--- src/rtl/alu_pkg.sv ---
// Shared opcode and FSM types for the sequential ALU.
package alu_pkg;

  typedef enum logic [3:0] {
    OpAdd  = 4'd0,
    OpSub  = 4'd1,
    OpNot  = 4'd2,
    OpAnd  = 4'd3,
    OpOr   = 4'd4,
    OpXor  = 4'd5,
    OpSlt  = 4'd6,
    OpEq   = 4'd7,
    OpMulu = 4'd8,
    OpDivu = 4'd9
  } op_e;

  typedef enum logic [1:0] {
    StIdle,
    StBusy,
    StDone
  } state_e;

  localparam int unsigned NumOps = 10;

endpackage

--- src/rtl/alu_muldiv.sv ---
// Iterative unsigned multiplier (shift-add) and restoring divider, one step per cycle.
// lo/hi present the step result, so the caller can register the final words with done.
module alu_muldiv #(
  parameter int unsigned W = 4
) (
  input  logic         clk,
  input  logic         rst,
  input  logic         start,
  input  logic         is_div,
  input  logic [W-1:0] a,
  input  logic [W-1:0] b,
  output logic         busy,
  output logic         done,
  output logic [W-1:0] lo,
  output logic [W-1:0] hi
);

  localparam int unsigned CntW = $clog2(W + 1);

  logic [CntW-1:0] cnt_q, cnt_d;
  logic [W-1:0]    lo_q, lo_d, hi_q, hi_d, b_q, b_d;
  logic            div_q, div_d, busy_q, busy_d;
  logic [W:0]      add_s, shl, sub_s;

  always_comb begin
    cnt_d  = cnt_q;
    lo_d   = lo_q;
    hi_d   = hi_q;
    b_d    = b_q;
    div_d  = div_q;
    busy_d = busy_q;
    add_s  = {1'b0, hi_q} + {1'b0, b_q};
    shl    = {hi_q, lo_q[W-1]};
    sub_s  = shl - {1'b0, b_q};
    if (start) begin
      lo_d   = a;
      hi_d   = '0;
      b_d    = b;
      div_d  = is_div;
      cnt_d  = CntW'(W);
      busy_d = 1'b1;
    end else if (busy_q) begin
      cnt_d = cnt_q - CntW'(1);
      if (cnt_q == CntW'(1)) busy_d = 1'b0;
      if (div_q) begin
        // Partial remainder never exceeds the divisor, so bit W of sub_s is the borrow.
        if (!sub_s[W]) begin
          hi_d = sub_s[W-1:0];
          lo_d = {lo_q[W-2:0], 1'b1};
        end else begin
          hi_d = shl[W-1:0];
          lo_d = {lo_q[W-2:0], 1'b0};
        end
      end else if (lo_q[0]) begin
        {hi_d, lo_d} = {add_s, lo_q[W-1:1]};
      end else begin
        {hi_d, lo_d} = {1'b0, hi_q, lo_q[W-1:1]};
      end
    end
  end

  always_ff @(posedge clk) begin
    if (rst) begin
      cnt_q  <= '0;
      lo_q   <= '0;
      hi_q   <= '0;
      b_q    <= '0;
      div_q  <= 1'b0;
      busy_q <= 1'b0;
    end else begin
      cnt_q  <= cnt_d;
      lo_q   <= lo_d;
      hi_q   <= hi_d;
      b_q    <= b_d;
      div_q  <= div_d;
      busy_q <= busy_d;
    end
  end

  assign busy = busy_q;
  assign done = busy_q && (cnt_q == CntW'(1));
  assign lo   = lo_d;
  assign hi   = hi_d;

endmodule

--- src/rtl/alu_seq.sv ---
// Handshaked ALU: single-cycle logic/arith ops plus iterative MULU/DIVU, one op in flight.
module alu_seq
  import alu_pkg::*;
#(
  parameter int unsigned W = 4
) (
  input  logic         clk,
  input  logic         rst,
  input  logic         in_valid,
  output logic         in_ready,
  input  logic [W-1:0] a,
  input  logic [W-1:0] b,
  input  logic [3:0]   op,
  output logic         out_valid,
  input  logic         out_ready,
  output logic [W-1:0] res,
  output logic [W-1:0] res_hi,
  output logic         car,
  output logic         of,
  output logic         zf,
  output logic         dz
);

  state_e       state_q, state_d;
  logic [W-1:0] res_q, res_d, res_hi_q, res_hi_d;
  logic         car_q, car_d, of_q, of_d, zf_q, zf_d, dz_q, dz_d;

  logic [W-1:0] r_res, r_hi;
  logic         r_car, r_of, r_dz;
  logic [W:0]   sum, dif;
  logic         accept, iterative, md_start, md_busy, md_done;
  logic [W-1:0] md_lo, md_hi;

  assign accept    = (state_q == StIdle) && in_valid;
  assign iterative = (op == OpMulu) || ((op == OpDivu) && (b != '0));
  assign md_start  = accept && iterative;

  alu_muldiv #(
    .W(W)
  ) u_muldiv (
    .clk   (clk),
    .rst   (rst),
    .start (md_start),
    .is_div(op == OpDivu),
    .a     (a),
    .b     (b),
    .busy  (md_busy),
    .done  (md_done),
    .lo    (md_lo),
    .hi    (md_hi)
  );

  always_ff @(posedge clk) begin
    if (rst) state_q <= StIdle;
    else     state_q <= state_d;
  end

  always_comb begin
    state_d = state_q;
    unique case (state_q)
      StIdle: if (in_valid) state_d = iterative ? StBusy : StDone;
      StBusy: begin
        if (md_done)      state_d = StDone;
        else if (!md_busy) state_d = StIdle;
      end
      StDone: if (out_ready) state_d = StIdle;
      default: state_d = StIdle;
    endcase
  end

  // Single-cycle result, including the divide-by-zero shortcut.
  always_comb begin
    r_res = '0;
    r_hi  = '0;
    r_car = 1'b0;
    r_of  = 1'b0;
    r_dz  = 1'b0;
    sum   = {1'b0, a} + {1'b0, b};
    dif   = {1'b0, a} + {1'b0, ~b} + (W+1)'(1);
    case (op_e'(op))
      OpAdd: begin
        {r_car, r_res} = sum;
        r_of = (a[W-1] == b[W-1]) && (sum[W-1] != a[W-1]);
      end
      OpSub: begin
        {r_car, r_res} = dif;
        r_of = (a[W-1] != b[W-1]) && (dif[W-1] != a[W-1]);
      end
      OpNot:  r_res = ~a;
      OpAnd:  r_res = a & b;
      OpOr:   r_res = a | b;
      OpXor:  r_res = a ^ b;
      OpSlt:  r_res = W'($signed(a) < $signed(b));
      OpEq:   r_res = W'(a == b);
      OpDivu: begin
        r_res = '1;
        r_hi  = a;
        r_dz  = 1'b1;
      end
      default: ;
    endcase
  end

  always_comb begin
    res_d    = res_q;
    res_hi_d = res_hi_q;
    car_d    = car_q;
    of_d     = of_q;
    dz_d     = dz_q;
    if (accept && !iterative) begin
      res_d    = r_res;
      res_hi_d = r_hi;
      car_d    = r_car;
      of_d     = r_of;
      dz_d     = r_dz;
    end else if ((state_q == StBusy) && md_done) begin
      res_d    = md_lo;
      res_hi_d = md_hi;
      car_d    = 1'b0;
      of_d     = 1'b0;
      dz_d     = 1'b0;
    end
    zf_d = (res_d == '0);
  end

  always_ff @(posedge clk) begin
    if (rst) begin
      res_q    <= '0;
      res_hi_q <= '0;
      car_q    <= 1'b0;
      of_q     <= 1'b0;
      zf_q     <= 1'b1;
      dz_q     <= 1'b0;
    end else begin
      res_q    <= res_d;
      res_hi_q <= res_hi_d;
      car_q    <= car_d;
      of_q     <= of_d;
      zf_q     <= zf_d;
      dz_q     <= dz_d;
    end
  end

  always_comb begin
    in_ready  = (state_q == StIdle);
    out_valid = (state_q == StDone);
    res       = res_q;
    res_hi    = res_hi_q;
    car       = car_q;
    of        = of_q;
    zf        = zf_q;
    dz        = dz_q;
  end

endmodule

--- config.mk ---
export PLATFORM = sky130hd
export DESIGN_NAME = alu_seq
export DESIGN_NICKNAME = d
export VERILOG_FILES = /design/src/rtl/alu_pkg.sv /design/src/rtl/alu_muldiv.sv /design/src/rtl/alu_seq.sv
export SDC_FILE = /design/constraint.sdc
export NUM_CORES = 1
export LEC_CHECK = 0
export CORE_AREA = 5 5 71 73
export DETAILED_ROUTE_END_ITERATION = 10
export DIE_AREA = 0 0 76 78
export GPL_TIMING_DRIVEN = 0
export PLACE_DENSITY = 0.83
export SLEW_MARGIN = 20
export SYNTH_ARGS = -nofsm -noshare
export SYNTH_HDL_FRONTEND = slang
export SYNTH_SLANG_ARGS = --single-unit
export TNS_END_PERCENT = 10
--- constraint.sdc ---
create_clock -name clk -period 5 [get_ports clk]
set_input_delay 0.5 -clock clk [delete_from_list [all_inputs] [get_ports clk]]
set_output_delay 0.5 -clock clk [all_outputs]
set_load 0.005 [all_outputs]
-- Yosys cells after proc, flatten, opt, wreduce, memory -nomap -nowiden
Index checks and enable logic that the tools add are counted.
- flip-flop bits (word level): 31
- latch bits: 0
- bits in writable memories: 0
- memory bits (read-only): 0
- logic and storage cells: 98
- memories kept: 0
- add/sub/neg operators: 6
- multipliers: 0
- div/mod/pow operators: 0
- $lt $le $gt $ge: 1
- equal/unequal tests: 20
- shift-type cells: 0
- multiplexer cells: 34
- bitwise gates (word level): 5
- reductions and logical operators: 18
- operator list (operator ; count):
    4-bit 2-to-1 mux ; 14
    4-bit case mux with 9 select lines ; 1
    4-bit by 3-bit equality test with 1-bit output, second input constant ; 4
    4-bit by 4-bit adder with 5-bit output ; 3
    2-bit 2-to-1 mux ; 5
    1-bit 2-to-1 mux ; 9
    4-bit by 2-bit equality test with 1-bit output, second input constant ; 2
    4-bit equality test, second input constant ; 2
    1-bit logical AND ; 8
    4-bit zero test ; 2
    4-bit NOT ; 2
    3-bit 2-to-1 mux ; 2
    2-bit case mux with 3 select lines ; 1
    5-bit by 1-bit adder with 5-bit output, second input constant ; 1
    5-bit by 4-bit subtractor with 5-bit output ; 1
    4-bit bitwise AND ; 1
    4-bit by 1-bit equality test with 1-bit output, second input constant ; 1
    4-bit equality test ; 1
    4-bit less-than comparator ; 1
    4-bit OR ; 1
    1-bit case mux with 2 select lines ; 2
    2-bit nonzero test ; 2
    4-bit nonzero test ; 1
    4-bit bitwise XOR ; 1
    14 further kinds ; 16

-- Logic depth before layout (Yosys ltp)
Gate-level depths: netlist (run 1).
- depth after elaboration: 8
- mapped depth: 10

-- Modules after synthesis
From an unflattened synthesis (run 1), not the netlist that was laid out.
- cell total of the unflattened synthesis: 336
- area total of the unflattened synthesis: 2650.0 um^2
- by module, submodules not included (module ; times used ; cells an instance ; area an instance (um^2) ; seq. area each (um^2)):
    alu_seq ; 1 ; 181 ; 1411.4 ; 280.3
    alu_muldiv ; 1 ; 155 ; 1238.7 ; 340.3

-- Least setup slack after synthesis (run 1)
OpenSTA, ideal clock, no wires.
- path kind: register -> register
- from: reg u_muldiv.lo_q[3]
- to: reg res_hi_q[0], in the netlist res_hi[0]
- arrival time: 2265 ps
- setup slack: 2650 ps
- stages on the path, launching flop included: 11
- clock period less this slack: 2350 ps
- cells stage by stage: dfxtp_1 > inv_1 > ha_1 > fa_1 > nor2b_1 > o21a_1 > or3_4 > and2_4 > mux2_2 > a211o_1 > a211oi_1
- longest elaborated chain between the ends: 7
- RTL lines (element ; line ; text):
    start, declared ; alu_muldiv.sv:21 ; logic [W-1:0] lo_q, lo_d, hi_q, hi_d, b_q, b_d;
    start signal, assigned ; alu_muldiv.sv:72 ; lo_q <= lo_d;
    5-bit by 4-bit subtractor with 5-bit output ; alu_muldiv.sv:34 ; sub_s = shl - {1'b0, b_q};
    4-bit 2-to-1 mux (*) ; alu_muldiv.sv:47 ; if (!sub_s[W]) begin
    4-bit 2-to-1 mux (*) ; alu_muldiv.sv:45 ; if (div_q) begin
    4-bit 2-to-1 mux (*) ; alu_muldiv.sv:42 ; end else if (busy_q) begin
    4-bit 2-to-1 mux (*) ; alu_muldiv.sv:35 ; if (start) begin
    4-bit 2-to-1 mux (*) ; alu_seq.sv:116 ; end else if ((state_q == StBusy) && md_done) begin
    4-bit 2-to-1 mux (*) ; alu_seq.sv:110 ; if (accept && !iterative) begin
    end signal, assigned ; alu_seq.sv:136 ; res_hi_q <= res_hi_d;
    end, declared ; alu_seq.sv:25 ; logic [W-1:0] res_q, res_d, res_hi_q, res_hi_d;
Mark *: on every way between the ends. The rest lies on a longest branch, timed or not. The select of a mux whose other input is x is not followed.
A chain may end at the register's enable or synchronous reset.

-- Final worst setup path (run 1)
- from: in a[1]
- to: reg zf_q, in the netlist zf
- longest elaborated chain between the ends: 5
- elaborated cells between the ends (all ways): 14
- RTL lines (element ; line ; text):
    start, declared ; alu_seq.sv:11 ; input logic [W-1:0] a,
    4-bit by 4-bit adder with 5-bit output ; alu_seq.sv:79 ; dif = {1'b0, a} + {1'b0, ~b} + (W+1)'(1);
    5-bit by 1-bit adder with 5-bit output ; alu_seq.sv:79 ;
    4-bit case mux with 9 select lines ; alu_seq.sv:80 ; case (op_e'(op))
    4-bit 2-to-1 mux (*) ; alu_seq.sv:110 ;
    4-bit zero test (*) ; alu_seq.sv:123 ; zf_d = (res_d == '0);
    end signal, assigned ; alu_seq.sv:139 ; zf_q <= zf_d;
    end, declared ; alu_seq.sv:26 ; logic car_q, car_d, of_q, of_d, zf_q, zf_d, dz_q, dz_d;
Mark *: on every way between the ends. The rest lies on a longest branch, timed or not.

==> results.cfg, run 1 <==
[timing]
slew_headroom = 0.589
finalHoldViolations = 0
tightest_slew_ns = 0.616
setup_viol = 0
drv_slew = 0
finClkSkew_ns = 0.00931
fmax_mhz = 354
fin_tns_setup_ns = 0
setup_ws_ns = 2.18
period_share = 0.565
rsz0062_at_grt = false
fin_crit_ns = 2.82

[min_path]
whs_endpoint = state_q[0]$_SDFFE_PP0P_
min_path_type = reg2reg
hold_path_depth = 1
hold_start = state_q[1]$_SDFFE_PP0P_

[cts]
clockRootBuffer = clkbuf_8
path_clk_slew_ns = 0.07
cts.sinks = 31
clock_latency_ns = 0.29
clockBufferDepth = 2
cts-resized-gates = 0
cts_hold_buf = 0
cts-htree-levels = 2
postCtsSetupRepairBufs = 0
cts_tree = built
numCtsBuffers = 5

[logic_synthesis]
synth-async-reset-ratio = 0
synthCells = 317
muxShareOfSynthArea = 0.0248
synth_warnings = 0
synth_edf_count = 0
ys_types = 59
avgSynthCellArea_um2 = 7.79
synth_area_mm2 = 0.00247
synth_compound_area_frac = 0.264
yosys_most_used_dff = dfxtp_1
synth_nets = 359
ys_seq_area_frac = 0.251
synth_top_family_by_area = compound AO/OA/AOI/OAI gates
synth-simple-area-share = 0.226
synth-seq-cells = 31
synth_xor_area_frac = 0.0248
synth-adder-area-share = 0.144

[status]
status = finished clean

[global_route]
grt_pass1_vias = 2456
antenna_found_initial = 0
grt_pass1_wl_um = 11500
track_usage = 0.234
grt_max_degree = 11
grt-ovfl-total = 0

[setup_path]
startpoint_type = input pin
slowest_delay_ns = 0.67
r2r_slack_ns = 2.34
required_ns = 5.20
ff2ff_path_depth = 8
r2r_end = res_hi[1]$_SDFFE_PP0P_
path_cells = clkdlybuf4s50_1 > inv_1 > ha_1 > a21o_1 > a21oi_1 > nor3_1 > a21oi_1 > and4b_1 > o22ai_1 > nor4_2
r2r_start = u_muldiv.hi_q[1]$_SDFF_PP0_
critPathBufInv = 2
cp_slowest_cell = clkdlybuf4s50_1
worst-setup-path-type = in2reg
crit_fanout = 6
crit_top_cell = a21oi_1
crit_family = buffers and inverters
endpoint_kind = flop
arrival_ns = 3.03

[die]
core-area_mm2 = 0.00429
fp.dieH_um = 78
die_area_mm2 = 0.00593
rows = 24
start_util = 0.575
die_x_um = 76
io_pins = 30

[power]
seq_power_share = 0.409
p_sw_uw = 197
p_leak_uw = 0.00113
ir_drop_uv = 213
power.internal_uw = 454
pwr-share-comb = 0.248
p_per_area_mw_per_mm2 = 223
pwr-share-clk = 0.344
switching_share = 0.302

[drt]
via_per_inst = 6.21
drt_wl_total_um = 6740
drc = 0
drt-initial-drc-count = 177
vias = 2515
ant_nets = 0
first_pass_iters = 6
post_drt_wl_per_cell_um = 16.7

[layout]
antennaDiodeCount = 0
drive_gt1_frac = 0.0737
synthToLayoutAreaGrowth_pct = 18.2
fin_nets = 394

[placement]
dp_hpwl_um = 5270
place_ws_ns = 1.91
port_buffers = 28
gp_congestion = 1.01

[job]
drv_cap = 0
-- metal layers --
metal | share of wire | track usage | vias up | wire length (µm)
met4 | 0.034 | 0.0996 | 0 | 227
li1 | - | - | 1204 | -
met3 | 0.082 | 0.0475 | 25 | 551
met2 | 0.47 | 0.393 | 145 | 3170
met1 | 0.41 | 0.290 | 1141 | 2790
met5 | 0 | 0 | - | 0
-- power groups by stage --
stage	combinational (µW)	clock, µW	sequential [µW]
floorplan	101	0	270
global placement	156	0	271
detailed placement	158	0	271
CTS	159	225	266
global route	179	236	267
finish	161	224	266
-- sequential cells by signal, indices dropped and copies added (netlist names), 2 cells and up --
register        cells
state_q             2
res_hi              4
u_muldiv.hi_q       4
u_muldiv.lo_q       4
res                 4
u_muldiv.b_q        4
u_muldiv.cnt_q      3
-- through the flow --
step	hold WS (ns)	utilization	area, µm²	cells	total power, µW
finish	0.482	0.679	2920	405	651
global route	0.490	0.679	2920	405	682
CTS	0.479	0.679	2920	405	650
detailed placement	0.480	0.655	2810	397	430
global placement	0.471	0.655	2810	397	427
floorplan	0.449	-	2470	317	371
-- worst max-delay path by stage --
stage	from	endpoint	cells past startpoint
after detailed placement	a[1]	zf$_SDFF_PP1_	10
final	a[1]	zf$_SDFF_PP1_	10
after CTS	a[1]	zf$_SDFF_PP1_	10
after floorplan	u_muldiv.lo_q[3]$_SDFF_PP0_	res_hi[0]$_SDFFE_PP0P_	10
after global routing	a[1]	zf$_SDFF_PP1_	10
after global placement	a[1]	zf$_SDFF_PP1_	10
-- cell type report --
class                      instances  area, µm²
timing repair buffer              28        280
buffer                            17       77.6
multi-input combinational        247       1690
clock buffer                       7       96.3
tap                               52       65.1
fill                             374       1380
sequential                        31        621
inverter                          22       82.6
clock inverter                     1       7.51
-- placed cells by master, fill, tap and decap left out, types with 5 or more instances in the layout --
cell type,count
a21o_1,6
nor2_1,45
a211oi_1,8
clkbuf_8,8
o21ai_0,10
clkbuf_1,14
nand2_1,21
a31oi_1,7
ha_1,22
o22ai_1,5
clkdlybuf4s50_1,28
nor3_1,7
nor2b_1,7
inv_1,22
dfxtp_1,31
mux2i_1,5
a21oi_1,32
-- synth_stat cells (all sizes together) (4+ instances only) --
cell	number	share of area
o21ai	10	0.020
a211oi	8	0.024
fa	4	0.032
o22ai	5	0.013
nor4	4	0.013
nor2b	7	0.018
a31oi	7	0.018
clkbuf	15	0.027
nand2b	5	0.016
a211o	4	0.015
xor2	4	0.014
mux2i	5	0.020
dfxtp	31	0.25
a21o	6	0.018
ha	22	0.11
nand2	21	0.032
a22oi	4	0.012
nor2	46	0.071
nor3	7	0.014
o211ai	4	0.012
inv	22	0.033
a21oi	34	0.072
-- kinds of logic after synthesis --
family | Yosys count
AO/OA/AOI/OAI | 98
XOR/XNOR | 7
adder cells (fa/ha/maj) | 26
buffers and inverters | 39
flip-flops | 31
multiplexers | 6
AND/OR/NAND/NOR | 110
Power figures use the tool's default switching activity.
==> run 2: changes to the inputs <==
--- a/config.mk
+++ b/config.mk
@@ -5,11 +5,11 @@
 export SDC_FILE = /design/constraint.sdc
 export NUM_CORES = 1
 export LEC_CHECK = 0
-export CORE_AREA = 5 5 71 73
+export CORE_AREA = 5 5 76 78
 export DETAILED_ROUTE_END_ITERATION = 10
-export DIE_AREA = 0 0 76 78
+export DIE_AREA = 0 0 81 83
 export GPL_TIMING_DRIVEN = 0
-export PLACE_DENSITY = 0.83
+export PLACE_DENSITY = 0.76
 export SLEW_MARGIN = 20
 export SYNTH_ARGS = -nofsm -noshare
 export SYNTH_HDL_FRONTEND = slang
==> constraint.sdc (replaced) <==
create_clock -name clk -period 2.25 [get_ports clk]
set_input_delay 0.225 -clock clk [delete_from_list [all_inputs] [get_ports clk]]
set_output_delay 0.225 -clock clk [all_outputs]
set_load 0.005 [all_outputs]
==> results.cfg, run 2 (synthesis results as in run 1) <==
[status]
status = finished with violations
violations = negative setup slack

[cts]
path_clk_slew_ns = 0.06
numCtsBuffers = 5
cts_tree = built
clock_latency_ns = 0.28
clockBufferDepth = 2
cts.sinks = 31
clockRootBuffer = clkbuf_8
cts-htree-levels = 2

[drt]
vias = 2478
drt-initial-drc-count = 178
post_drt_wl_per_cell_um = 16.5
first_pass_iters = 5
ant_nets = 0
drc = 0
drt_wl_total_um = 7070
via_per_inst = 5.80

[layout]
fin_nets = 398
drive_gt1_frac = 0.162
final_util = 0.620
final_common_cell = nor2_1
fin_area_mm2 = 0.00310
antennaDiodeCount = 0
synthToLayoutAreaGrowth_pct = 25.7
layout_common_cells = 45 x nor2_1, 31 x a21oi_1, 25 x dfxtp_1
nFillCells = 455

[timing]
period_share = 1.04
setup_viol = 3
tightest_slew_ns = 0.533
slew_headroom = 0.645
finalHoldViolations = 0
fin_tns_setup_ns = -0.230
finClkSkew_ns = 0.00806
drv_slew = 0
fin_crit_ns = 2.34
rsz0062_at_grt = true
fmax_mhz = 428
setup_ws_ns = -0.0871

[global_route]
grt_pass1_wl_um = 11900
grt-ovfl-total = 0
antenna_found_initial = 0
grt_pass1_vias = 2423
grt_max_degree = 11
track_usage = 0.219

[power]
p_per_area_mw_per_mm2 = 497
ir_drop_uv = 358
p_leak_uw = 0.00120

[setup_path]
crit_fanout = 5
startpoint_type = input pin
arrival_ns = 2.53
endpoint_kind = flop
required_ns = 2.44
worst-setup-path-type = in2reg

[die]
core-area_mm2 = 0.00501
die_x_um = 81
die_area_mm2 = 0.00672
fp.dieH_um = 83
io_pins = 30
start_util = 0.493
rows = 26

[job]
drv_cap = 0

[min_path]
min_path_type = in2reg

[placement]
port_buffers = 28
dp_hpwl_um = 5490
place_area_mm2 = 0.00287
gp_congestion = 0.974
==> run 2: area by class of cell <==
| class | count | area (µm²) | share of cell area |
|---|---|---|---|
| clock buffers | 6 | 82.6 | 0.0266 |
| plain buffers | 16 | 77.6 | 0.0250 |
| clock inverters | 2 | 35.0 | 0.0113 |
| multi-input cells | 247 | 1800 | 0.580 |
| inverters | 22 | 82.6 | 0.0266 |
| flip-flops and latches | 31 | 631 | 0.203 |
| repair buffers | 33 | 309 | 0.0996 |
| well taps | 70 | 87.6 | 0.0282 |
==> run 2: worst max-delay path: stages <==
cell and delay [ns]:
clkdlybuf4s50_1 0.52, or4b_4 0.52, nand2b_4 0.18, a21oi_2 0.23, or2_4 0.20, nor2_2 0.05
a221o_1 0.33, nor4_2 0.26
==> run 2: path summary, 6_finish.rpt <==
check,cells past startpoint,startpoint,to,slack [ns]
worst max-delay path,8,op[0],zf$_SDFF_PP1_,-0.09
worst min-delay path,3,a[1],res_hi[1]$_SDFFE_PP0P_,0.41
worst max register to register,10,u_muldiv.lo_q[3]$_SDFF_PP0_,res_hi[0]$_SDFFE_PP0P_,-0.09
worst min register to register,1,state_q[1]$_SDFFE_PP0P_,state_q[0]$_SDFFE_PP0P_,0.49
==> run 2: repair_timing <==
| action | CTS | global route |
|---|---|---|
| endpoints found under the setup margin | 22 | 22 |
| hold buffers | 0 | 0 |
| cloned | 0 | 0 |
| resized for setup | 17 | 16 |
| setup buffers | 5 | 0 |
| pin swaps | 4 | 1 |
==> run 2: power breakdown <==
part,switching [µW],internal [µW]
clock,204,358
sequential,19.1,572
combinational,215,175
total,438,1110
==> run 2: metal layers <==
layer / wire, µm / global-route usage / vias to the layer above / share of wire
met5: 0 / 0 / - / 0
met4: 192 / 0.0814 / 0 / 0.027
met3: 361 / 0.0379 / 22 / 0.051
met2: 3410 / 0.354 / 81 / 0.48
met1: 3100 / 0.288 / 1161 / 0.44
li1: - / - / 1214 / -
==> run 2: per-stage QoR <==
| stage | hold slack [ns] | cells | worst slack [ns] | total power, µW |
|---|---|---|---|---|
| 2_1_floorplan | 0.309 | 317 | -0.0591 | 828 |
| 3_3_place_gp | 0.468 | 415 | -0.612 | 954 |
| 3_5_place_dp | 0.480 | 415 | -0.610 | 961 |
| 4_1_cts | 0.469 | 427 | -0.0801 | 1540 |
| 5_1_grt | 0.434 | 427 | -0.200 | 1620 |
| 6_report | 0.407 | 427 | -0.0871 | 1540 |
==> run 3: changes to the inputs <==
--- a/config.mk
+++ b/config.mk
@@ -5,9 +5,10 @@
 export SDC_FILE = /design/constraint.sdc
 export NUM_CORES = 1
 export LEC_CHECK = 0
-export CORE_AREA = 5 5 76 78
+export ABC_AREA = 1
+export CORE_AREA = 5 5 77 79
 export DETAILED_ROUTE_END_ITERATION = 10
-export DIE_AREA = 0 0 81 83
+export DIE_AREA = 0 0 82 84
 export GPL_TIMING_DRIVEN = 0
 export PLACE_DENSITY = 0.76
 export SLEW_MARGIN = 20
==> results.cfg, run 3 <==
[status]
status = finished clean

[power]
pwr-share-comb = 0.259
switching_share = 0.295
seq_power_share = 0.383
p_sw_uw = 462
p_leak_uw = 0.00151
total_power_uw = 1560
ir_drop_uv = 371
power.internal_uw = 1100
p_per_area_mw_per_mm2 = 502
pwr-share-clk = 0.358

[setup_path]
ff2ff_path_depth = 13
path_cells = clkdlybuf4s50_1 > inv_2 > ha_4 > fa_2 > or2_2 > a21oi_2 > nor2_1 > nand2_1 > nand2_1 > nand2_1 > nand2_1 > nand3_1 > nor2_1
crit_fanout = 4
r2r_end = zf$_SDFF_PP1_
required_ns = 2.42
endpoint_kind = flop
startpoint_type = input pin
worst-setup-path-type = in2reg
r2r_slack_ns = 0.19
slowest_delay_ns = 0.51
arrival_ns = 2.27
r2r_start = u_muldiv.lo_q[3]$_SDFF_PP0_
crit_top_cell = nand2_1
cp_slowest_cell = clkdlybuf4s50_1

[cts]
clock_latency_ns = 0.28
numCtsBuffers = 5
clockRootBuffer = clkbuf_8
clockBufferDepth = 2
path_clk_slew_ns = 0.06
cts.sinks = 31
cts-htree-levels = 2
cts_tree = built

[logic_synthesis]
synth-seq-cells = 31
synthCells = 401
ys_types = 35
synth_area_mm2 = 0.00255
synthTopCellsByCount = 100 x nand2_1, 58 x inv_1, 41 x nand3_1
synth_nets = 443
yosys.area.top_type = dfxtp_1
synth_top_area_share = 0.243
yosys_most_used_dff = dfxtp_1
synth_warnings = 0
synthMostInstantiatedCell = nand2_1
synth_edf_count = 0
ys_seq_area_frac = 0.243
avgSynthCellArea_um2 = 6.36
synth-async-reset-ratio = 0
yosys-top-cells-area = dfxtp_1 24%, nand2_1 15%, ha_1 11%

[drt]
wl_met3_um = 222
drc = 0
via_per_inst = 5.10
ant_nets = 0
drt_wl_total_um = 6680
top_layer = met4
drt-initial-drc-count = 182
wl_met2_um = 3440
first_pass_iters = 4
vias = 2605
drt-met1-wl_um = 2920
post_drt_wl_per_cell_um = 13.1

[min_path]
whs_endpoint = u_muldiv.lo_q[2]$_SDFF_PP0_
hold_start = a[2]
min_path_type = in2reg
hold_path_depth = 3

[global_route]
grt_pass1_vias = 2464
antenna_found_initial = 0
grt_max_degree = 11
track_usage = 0.203
grt_pass1_wl_um = 11100
grt-ovfl-total = 0

[placement]
post-place-cells = 502
gp_congestion = 0.926
dp_hpwl_um = 5310
port_buffers = 29
place_ws_ns = -0.310

[die]
io_pins = 30
die_x_um = 82
core-area_mm2 = 0.00527
start_util = 0.484
die_area_mm2 = 0.00689
rows = 27
fp.dieH_um = 84

[timing]
fin_crit_ns = 2.10
drv_slew = 0
fin_tns_setup_ns = 0
finalHoldViolations = 0
setup_viol = 0
fmax_mhz = 477
slew_headroom = 0.666
tightest_slew_ns = 0.501
finClkSkew_ns = 0.00690
period_share = 0.932
setup_ws_ns = 0.154

[job]
drv_cap = 0

[layout]
layout_common_cells = 98 x nand2_1, 56 x inv_1, 41 x nand3_1
fin_nets = 480
fin_cells = 511
final_util = 0.591
final_common_cell = nand2_1
drive_gt1_frac = 0.0979
synthToLayoutAreaGrowth_pct = 22.1
antennaDiodeCount = 0
## run 3: cell types whose count changed after synthesis, sizes merged, moves of 6 or more
cell | previous run | this run
nand2 | 21 | 104
a211oi | 8 | 1
a21o | 6 | 0
clkbuf | 15 | 2
inv | 22 | 62
nand3 | 3 | 43
nor2b | 7 | 0
o21ai | 10 | 32
nor2 | 46 | 38
## run 3: worst max-delay path: cells and delay by family
kind,cells,cell delay (ns)
buffers and inverters,2,0.58
and+or+nand+nor,8,0.76
AOI/OAI and AO/OA,1,0.13
adders and majority gates,2,0.58
## run 3: what timing repair did
action | 4_1_cts | 5_1_grt
setup endpoints to repair | 1 | 9
resized for setup | 1 | 17
buffers inserted | 0 | 1
hold buffers | 0 | 0
pin swaps | 0 | 3
hold endpoints to repair | 0 | 0
## run 3: cell families after synthesis
| kind of cell | count (synthesis) | synth area share |
|---|---|---|
| adders and majority gates | 26 | 0.139 |
| buffers and inverters | 70 | 0.105 |
| AOI/OAI and AO/OA | 72 | 0.152 |
| DFF | 31 | 0.243 |
| xor gates and xnor gates | 4 | 0.0137 |
| and+or+nand+nor | 198 | 0.346 |
## run 3: layout make-up
| cell class | count | area, µm² |
|---|---|---|
| timing repair buffer | 30 | 305 |
| buffer | 8 | 36.3 |
| fill | 525 | 2160 |
| clock inverter | 2 | 35.0 |
| tap | 72 | 90.1 |
| multi-input combinational | 300 | 1710 |
| inverter | 62 | 233 |
| sequential | 31 | 621 |
| clock buffer | 6 | 82.6 |
## run 3: worst max path at each step
stage	from	end	cells after the start
after global routing	a[0]	zf$_SDFF_PP1_	13
after floorplan	u_muldiv.lo_q[3]$_SDFF_PP0_	zf$_SDFF_PP1_	14
after CTS	a[0]	zf$_SDFF_PP1_	13
after detailed placement	a[0]	zf$_SDFF_PP1_	13
after global placement	a[0]	zf$_SDFF_PP1_	13
final	a[0]	zf$_SDFF_PP1_	13
## run 3: power groups by stage
stage          clock network, µW  logic (µW)  registers, µW
3_5_place_dp                   0         386            612
3_3_place_gp                   0         379            611
5_1_grt                      591         457            603
4_1_cts                      563         390            600
2_1_floorplan                  0         249            606
6_report                     560         405            600
## run 3: stage by stage
stage / instance area [µm²] / hold WS, ns
finish: 3110 / 0.385
detailed placement: 2930 / 0.460
floorplan: 2550 / 0.294
CTS: 3050 / 0.471
global placement: 2930 / 0.451
global route: 3110 / 0.405
## run 3: per-layer routing
metal	vias to the layer above	track usage
li1	1372	-
met3	10	0.0410
met1	1176	0.249
met2	47	0.347
met5	-	0
met4	0	0.0665
